<file path="config.mk">
export PLATFORM = sky130hd
export DESIGN_NAME = pc_seq_ctrl
export DESIGN_NICKNAME = d
export VERILOG_FILES = /design/src/rtl/pc_seq_ctrl.sv
export SDC_FILE = /design/constraint.sdc
export NUM_CORES = 1
export LEC_CHECK = 0
export BUFFER_PORTS_ARGS = -buffer_cell sky130_fd_sc_hd__buf_2
export CORE_MARGIN = 10
export CORE_UTILIZATION = 49
export CTS_CLUSTER_SIZE = 30
export DETAILED_ROUTE_END_ITERATION = 12
export PLACE_DENSITY = 0.78
export SLEW_MARGIN = 10
export SYNTH_ARGS = -nofsm -noshare
export SYNTH_HDL_FRONTEND = slang
export SYNTH_SLANG_ARGS = --single-unit
</file>
<file path="constraint.sdc">
create_clock -name clk -period 2.83 [get_ports clk]
set_input_delay 0.4245 -clock clk [delete_from_list [all_inputs] [get_ports clk]]
set_output_delay 0.4245 -clock clk [all_outputs]
set_load 0.005 [all_outputs]
</file>
<file path="src/rtl/pc_seq_ctrl.sv">
// pc_seq_ctrl: next-PC sequencer between the instruction decoder and the PC.
// Every jump, taken branch, call, return, halt and stall becomes one
// absolute-jump request (absjump_en/target) that the PC samples on the same
// edge. The cycle after a taken redirect is flagged for squash via flush.
// Optional feature macro: RET_STACK_EN. When it is defined, the block has a
// STACK_DEPTH-entry return-address stack. When it is not defined, call and ret
// are illegal ops.
module pc_seq_ctrl #(
    parameter int W           = 12,
    parameter int STACK_DEPTH = 4
) (
    input  logic         clk,
    input  logic         reset_n,
    input  logic         start,
    input  logic         dec_valid,
    input  logic [2:0]   dec_op,
    input  logic [W-1:0] dec_imm,
    input  logic         cond_flag,
    input  logic         mem_stall,
    input  logic [W-1:0] prog_ctr,
    output logic         absjump_en,
    output logic [W-1:0] target,
    output logic         flush,
    output logic         busy,
    output logic         done,
    output logic         error
);

    typedef enum logic [1:0] {IDLE, RUN, FLUSH, HALT} state_t;

    localparam logic [2:0] OP_JREL = 3'b001;
    localparam logic [2:0] OP_JABS = 3'b010;
    localparam logic [2:0] OP_BRC  = 3'b011;
    localparam logic [2:0] OP_CALL = 3'b100;
    localparam logic [2:0] OP_RET  = 3'b101;
    localparam logic [2:0] OP_HALT = 3'b110;
    localparam logic [2:0] OP_ILL  = 3'b111;

    if (STACK_DEPTH < 1) begin : g_depth_check
        $error("pc_seq_ctrl: STACK_DEPTH must be at least 1");
    end

    state_t       state;
    state_t       state_nxt;
    logic         abs_c;
    logic         flush_c;
    logic         err_set;
    logic [W-1:0] tgt_c;

`ifdef RET_STACK_EN
    localparam int SP_W  = $clog2(STACK_DEPTH + 1);
    localparam int IDX_W = (STACK_DEPTH > 1) ? $clog2(STACK_DEPTH) : 1;

    logic [SP_W-1:0]  sp;
    logic [W-1:0]     stack_mem [STACK_DEPTH];
    logic             push;
    logic             pop;
    logic             stack_full;
    logic             stack_empty;
    logic [IDX_W-1:0] push_idx;
    logic [IDX_W-1:0] top_idx;

    assign stack_full  = (sp == SP_W'(STACK_DEPTH));
    assign stack_empty = (sp == '0);
    // Indices are only used while the stack is not full (push) or not empty (pop).
    assign push_idx    = IDX_W'(sp);
    assign top_idx     = IDX_W'(sp - 1'b1);
`endif

    // Decode the current state and decoder op into this cycle's PC request and next state.
    always_comb begin
        state_nxt = state;
        abs_c     = 1'b0;
        tgt_c     = prog_ctr;
        flush_c   = 1'b0;
        err_set   = 1'b0;
`ifdef RET_STACK_EN
        push      = 1'b0;
        pop       = 1'b0;
`endif
        case (state)
            IDLE, HALT: begin
                // The PC is held here until start. Then the PC restarts at address 0.
                abs_c = 1'b1;
                if (start) begin
                    tgt_c     = '0;
                    state_nxt = RUN;
                end
            end
            FLUSH: begin
                flush_c = 1'b1;
                if (mem_stall)
                    abs_c = 1'b1;
                else
                    state_nxt = RUN;
            end
            RUN: begin
                if (mem_stall) begin
                    abs_c = 1'b1;
                end else if (dec_valid) begin
                    case (dec_op)
                        OP_JREL: begin
                            abs_c     = 1'b1;
                            tgt_c     = prog_ctr + dec_imm;
                            state_nxt = FLUSH;
                        end
                        OP_BRC: begin
                            if (cond_flag) begin
                                abs_c     = 1'b1;
                                tgt_c     = prog_ctr + dec_imm;
                                state_nxt = FLUSH;
                            end
                        end
                        OP_JABS: begin
                            abs_c     = 1'b1;
                            tgt_c     = dec_imm;
                            state_nxt = FLUSH;
                        end
`ifdef RET_STACK_EN
                        OP_CALL: begin
                            // When the stack is full, the push is dropped but the call still jumps.
                            abs_c     = 1'b1;
                            tgt_c     = dec_imm;
                            state_nxt = FLUSH;
                            if (stack_full)
                                err_set = 1'b1;
                            else
                                push = 1'b1;
                        end
                        OP_RET: begin
                            if (stack_empty) begin
                                err_set = 1'b1;
                            end else begin
                                pop       = 1'b1;
                                abs_c     = 1'b1;
                                tgt_c     = stack_mem[top_idx];
                                state_nxt = FLUSH;
                            end
                        end
`else
                        OP_CALL, OP_RET: err_set = 1'b1;
`endif
                        OP_HALT: begin
                            abs_c     = 1'b1;
                            state_nxt = HALT;
                        end
                        OP_ILL:  err_set = 1'b1;
                        default: ;
                    endcase
                end
            end
            default: ;
        endcase
    end

    // While reset is asserted, the outputs force a PC hold regardless of the inputs.
    assign absjump_en = reset_n ? abs_c : 1'b1;
    assign target     = reset_n ? tgt_c : prog_ctr;
    assign flush      = reset_n & flush_c;

    // State register with registered status outputs and sticky error.
    always_ff @(posedge clk or negedge reset_n) begin
        if (!reset_n) begin
            state <= IDLE;
            busy  <= 1'b0;
            done  <= 1'b0;
            error <= 1'b0;
`ifdef RET_STACK_EN
            sp    <= '0;
`endif
        end else begin
            state <= state_nxt;
            busy  <= (state_nxt == RUN) || (state_nxt == FLUSH);
            done  <= (state_nxt == HALT);
            if (err_set)
                error <= 1'b1;
`ifdef RET_STACK_EN
            if (push)
                sp <= sp + 1'b1;
            else if (pop)
                sp <= sp - 1'b1;
`endif
        end
    end

`ifdef RET_STACK_EN
    // Return-address storage. The return address wraps modulo 2^W.
    always_ff @(posedge clk) begin
        if (push)
            stack_mem[push_idx] <= prog_ctr + 1'b1;
    end
`endif

endmodule

</file>
==> impl_metrics.py <==
metrics = {
    "setup_path": {
        "cp-end-kind": "output pin",
        "criticalPathCategory": "input pin to output pin",
        "worst_ep_required_time_ns": 2.41,
        "crit_arrival_ns": 2.38,
        "slowest_delay_ns": 0.40,
        "cp_cell_sequence": "buf_2, ha_1, fa_2, a21oi_4, o211ai_1, a31o_2, a21oi_2, xnor2_1, a22oi_1, o21ai_1, buf_2",
        "worstSetupStartpointType": "input pin",
        "crit_fanout": 3,
        "path_common_cell": "buf_2",
        "slowest_stage": "fa_2",
    },
    "power": {
        "p_total_uw": 621.8,
        "power.switching_uw": 286.6,
        "p_comb_share_pct": 70.7,
        "power_density_nw_per_um2": 406.7,
        "power_frac_clock_pct": 12.6,
        "leakagePower_nw": 0.7187,
        "switching_share_pct": 46.09,
        "p_int_uw": 335.2,
        "power_frac_seq_pct": 16.7,
        "peakVddDrop_v": 0.0006825,
    },
    "synthesis": {
        "synth-edff-count": 0,
        "synthArstFlopShare_pct": 100.0,
        "synth_top_cell_area_share_pct": 14.58,
        "synth_top_cell_by_area": "ha_1",
        "synth_seq_cells": 5,
        "yosysSeqAreaShare_pct": 10.42,
        "ys_warn_count": 0,
        "syn_nets": 213,
        "syn_avg_cell_area_sq_um": 7.280,
        "synthFlopType": "dfrtp_1",
        "synth_cell_type_count": 44,
        "synthTopCellsByArea": "ha_1 15%, dfrtp_1 10%, o21ai_0 6.7%, nor2_1 5.6%, a32oi_1 5.1%",
        "mappedNetlistArea_sq_um": 1201,
        "netlist_instances": 165,
    },
    "run_status": {
        "status": "finished clean",
    },
    "clock_network": {
        "cts_hold_buf": 0,
        "htree_num_levels": 1,
        "cts_buffers": 3,
        "cts.sinks": 5,
        "clkLatencyLatePin_ns": 0.23,
        "cts_tree": "yes",
        "clkSlewWorstSetupHoldPaths_ns": 0.04,
        "cts_root_buffer": "clkbuf_4",
        "cts_setup_buffers": 0,
        "clock_path_buffers": 2,
    },
    "final_layout": {
        "area_growth_pct": 27.29,
        "layout.cells.non_filler": 244,
        "diodes": 0,
        "finish.utilization_pct": 67.18,
        "fin_nets": 265,
        "drive_above_1_share_pct": 31.02,
    },
    "run": {
        "drv_cap": 0,
    },
    "grt": {
        "grt.total_usage_pct": 14.17,
        "antenna_found_initial": 0,
        "gr-total-overflow": 0,
        "grt_max_degree": 12,
        "grt_pass1_wl_microns": 6279,
        "grt_pass1_vias": 1411,
    },
    "floorplanning": {
        "core_sq_um": 2276,
        "fp-row-count": 17,
        "die_w_microns": 69.51,
        "initial_core_util_pct": 52.78,
        "die_area_sq_um": 4832,
        "io_pins": 50,
        "fp.dieH_microns": 69.51,
    },
    "sta": {
        "worst_slack_ns": 0.02087,
        "layout_min_cycle_time_ns": 2.809,
        "hold_viol": 0,
        "rsz0062_at_grt": "yes",
        "setup_violations": 0,
        "fmax_mhz": 356.0,
        "finalMaxSlewViolations": 0,
        "tightestPinTransition_ns": 0.6498,
        "clock_skew_ns": 0.003097,
        "fin_crit_sh_pct": 99.26,
        "max_slew_margin_pct": 56.52,
    },
    "hold_path": {
        "hold_class": "input pin to asynchronous set/reset pin",
    },
    "route": {
        "drtIter0Drc": 105,
        "dr_total_vias": 1490,
        "drt_first_pass_iters": 4,
        "drc": 0,
        "viasPerCell": 6.107,
        "ant_nets": 0,
        "drt-total-wl_microns": 3836,
        "wl_per_cell_microns": 15.72,
    },
    "placement": {
        "place_congestion": 0.8506,
        "placed_cells": 240,
        "post-dp-hpwl_microns": 3135,
        "place_ws_ns": -0.04384,
        "io_buffers": 49,
    },
}
==> critical path, delay by kind of cell <==
family                   cells  cell delay, ns
XOR/XNOR                     1            0.14
adder cells (fa/ha/maj)      2            0.64
buffers and inverters        2            0.24
AO/OA/AOI/OAI                6            0.94
==> final timing paths <==
path	start	endpoint	slack [ns]	cells after the start
max in group asynchronous	reset_n	error	2.62	1
min in group clk	error	error	0.46	1
worst max-delay path	dec_imm[0]	target[8]	0.02	11
worst max register to register	state[1]	busy	1.18	6
worst min register to register	error	error	0.46	1
worst min-delay path	reset_n	state[1]	0.03	1
==> layout by cell type (no fill, tap or decap), types with 2 or more instances in the layout <==
cell type  count
o21ai_1        3
a21oi_2        2
dfrtp_1        5
nand4b_1       3
nand3_1        3
nor2_1        18
a21oi_1       11
inv_1          8
buf_2         49
a31oi_1        2
nor2b_1        4
ha_1          14
nand3b_1       4
o211ai_1       3
a21o_1         3
xnor2_1        3
a31o_2         2
nand4_1        2
a22oi_1        5
a211o_1        2
clkbuf_4       3
a32oi_1        7
buf_4          2
xor2_1         3
nor3b_1        2
nand2_1       16
o21ai_0       16
==> through the flow <==
step | setup TNS, ns | hold WS, ns | area [sq um]
final | 0 | 0.02968 | 1529
after global routing | -0.07225 | 0.03224 | 1529
after CTS | 0 | 0.02976 | 1500
after detailed placement | -0.04384 | 0.2793 | 1471
after global placement | 0 | 0.2748 | 1471
after floorplan | 0 | 0.1289 | 1201
==> synth_stat cells, types with 3 or more instances <==
library cell   n
o211ai_1       3
xor2_1         3
dfrtp_1        5
nand3b_1       4
xnor2_1        3
a22oi_1        5
nand4b_1       3
ha_1          14
nor2b_1        4
o21ai_1        4
nand2_1       16
a21oi_1       12
inv_1          8
nor2_1        18
a32oi_1        7
o21ai_0       16
nand3_1        3
a21o_1         3
==> layer usage <==
| layer | part of all wire [%] | up-vias | GRT usage, % |
|---|---|---|---|
| met2 | 47 | 49 | 22.88 |
| li1 | - | 734 | - |
| met1 | 45 | 707 | 18.74 |
| met3 | 7.6 | 0 | 3.994 |
| met4 | 0 | 0 | 1.109 |
| met5 | 0 | - | 0 |
==> logic make-up after synthesis <==
family | Yosys count | synth area share [%]
AO/OA/AOI/OAI | 65 | 36.25
multiplexers | 1 | 0.8334
buffers and inverters | 12 | 4.583
flip-flops | 5 | 10.42
AND/OR/NAND/NOR | 61 | 27.29
adder cells (fa/ha/maj) | 15 | 16.25
XOR/XNOR | 6 | 4.376
==> power by group through the flow <==
stage                     combinational, mW  clock (mW)  sequential (mW)
after floorplan                       0.276           0            0.106
after global placement                0.414           0            0.103
after detailed placement              0.427           0            0.105
after CTS                             0.429      0.0803            0.104
after global routing                  0.493      0.0862            0.107
final                                 0.440      0.0783            0.104
==> area by class of cell <==
type / instances / area [sq um]
timing repair buffer: 51 / 260.3
fill: 198 / 747.0
sequential: 5 / 125.1
clock buffer: 4 / 26.28
tap: 28 / 35.03
multi-input combinational: 148 / 1052
inverter: 8 / 30.03
==> flip-flops by register name, summed over array words and instances, names as in the netlist <==
| signal | flops |
|---|---|
| busy | 1 |
| done | 1 |
| error | 1 |
| state | 2 |
==> repair_timing <==
item                                    in CTS  in global routing
pin swaps                                    0                  1
endpoints found under the setup margin       1                  7
cloned                                       0                  0
gates resized for setup                      1                  5
No activity file was read; power rests on OpenSTA's default activity.
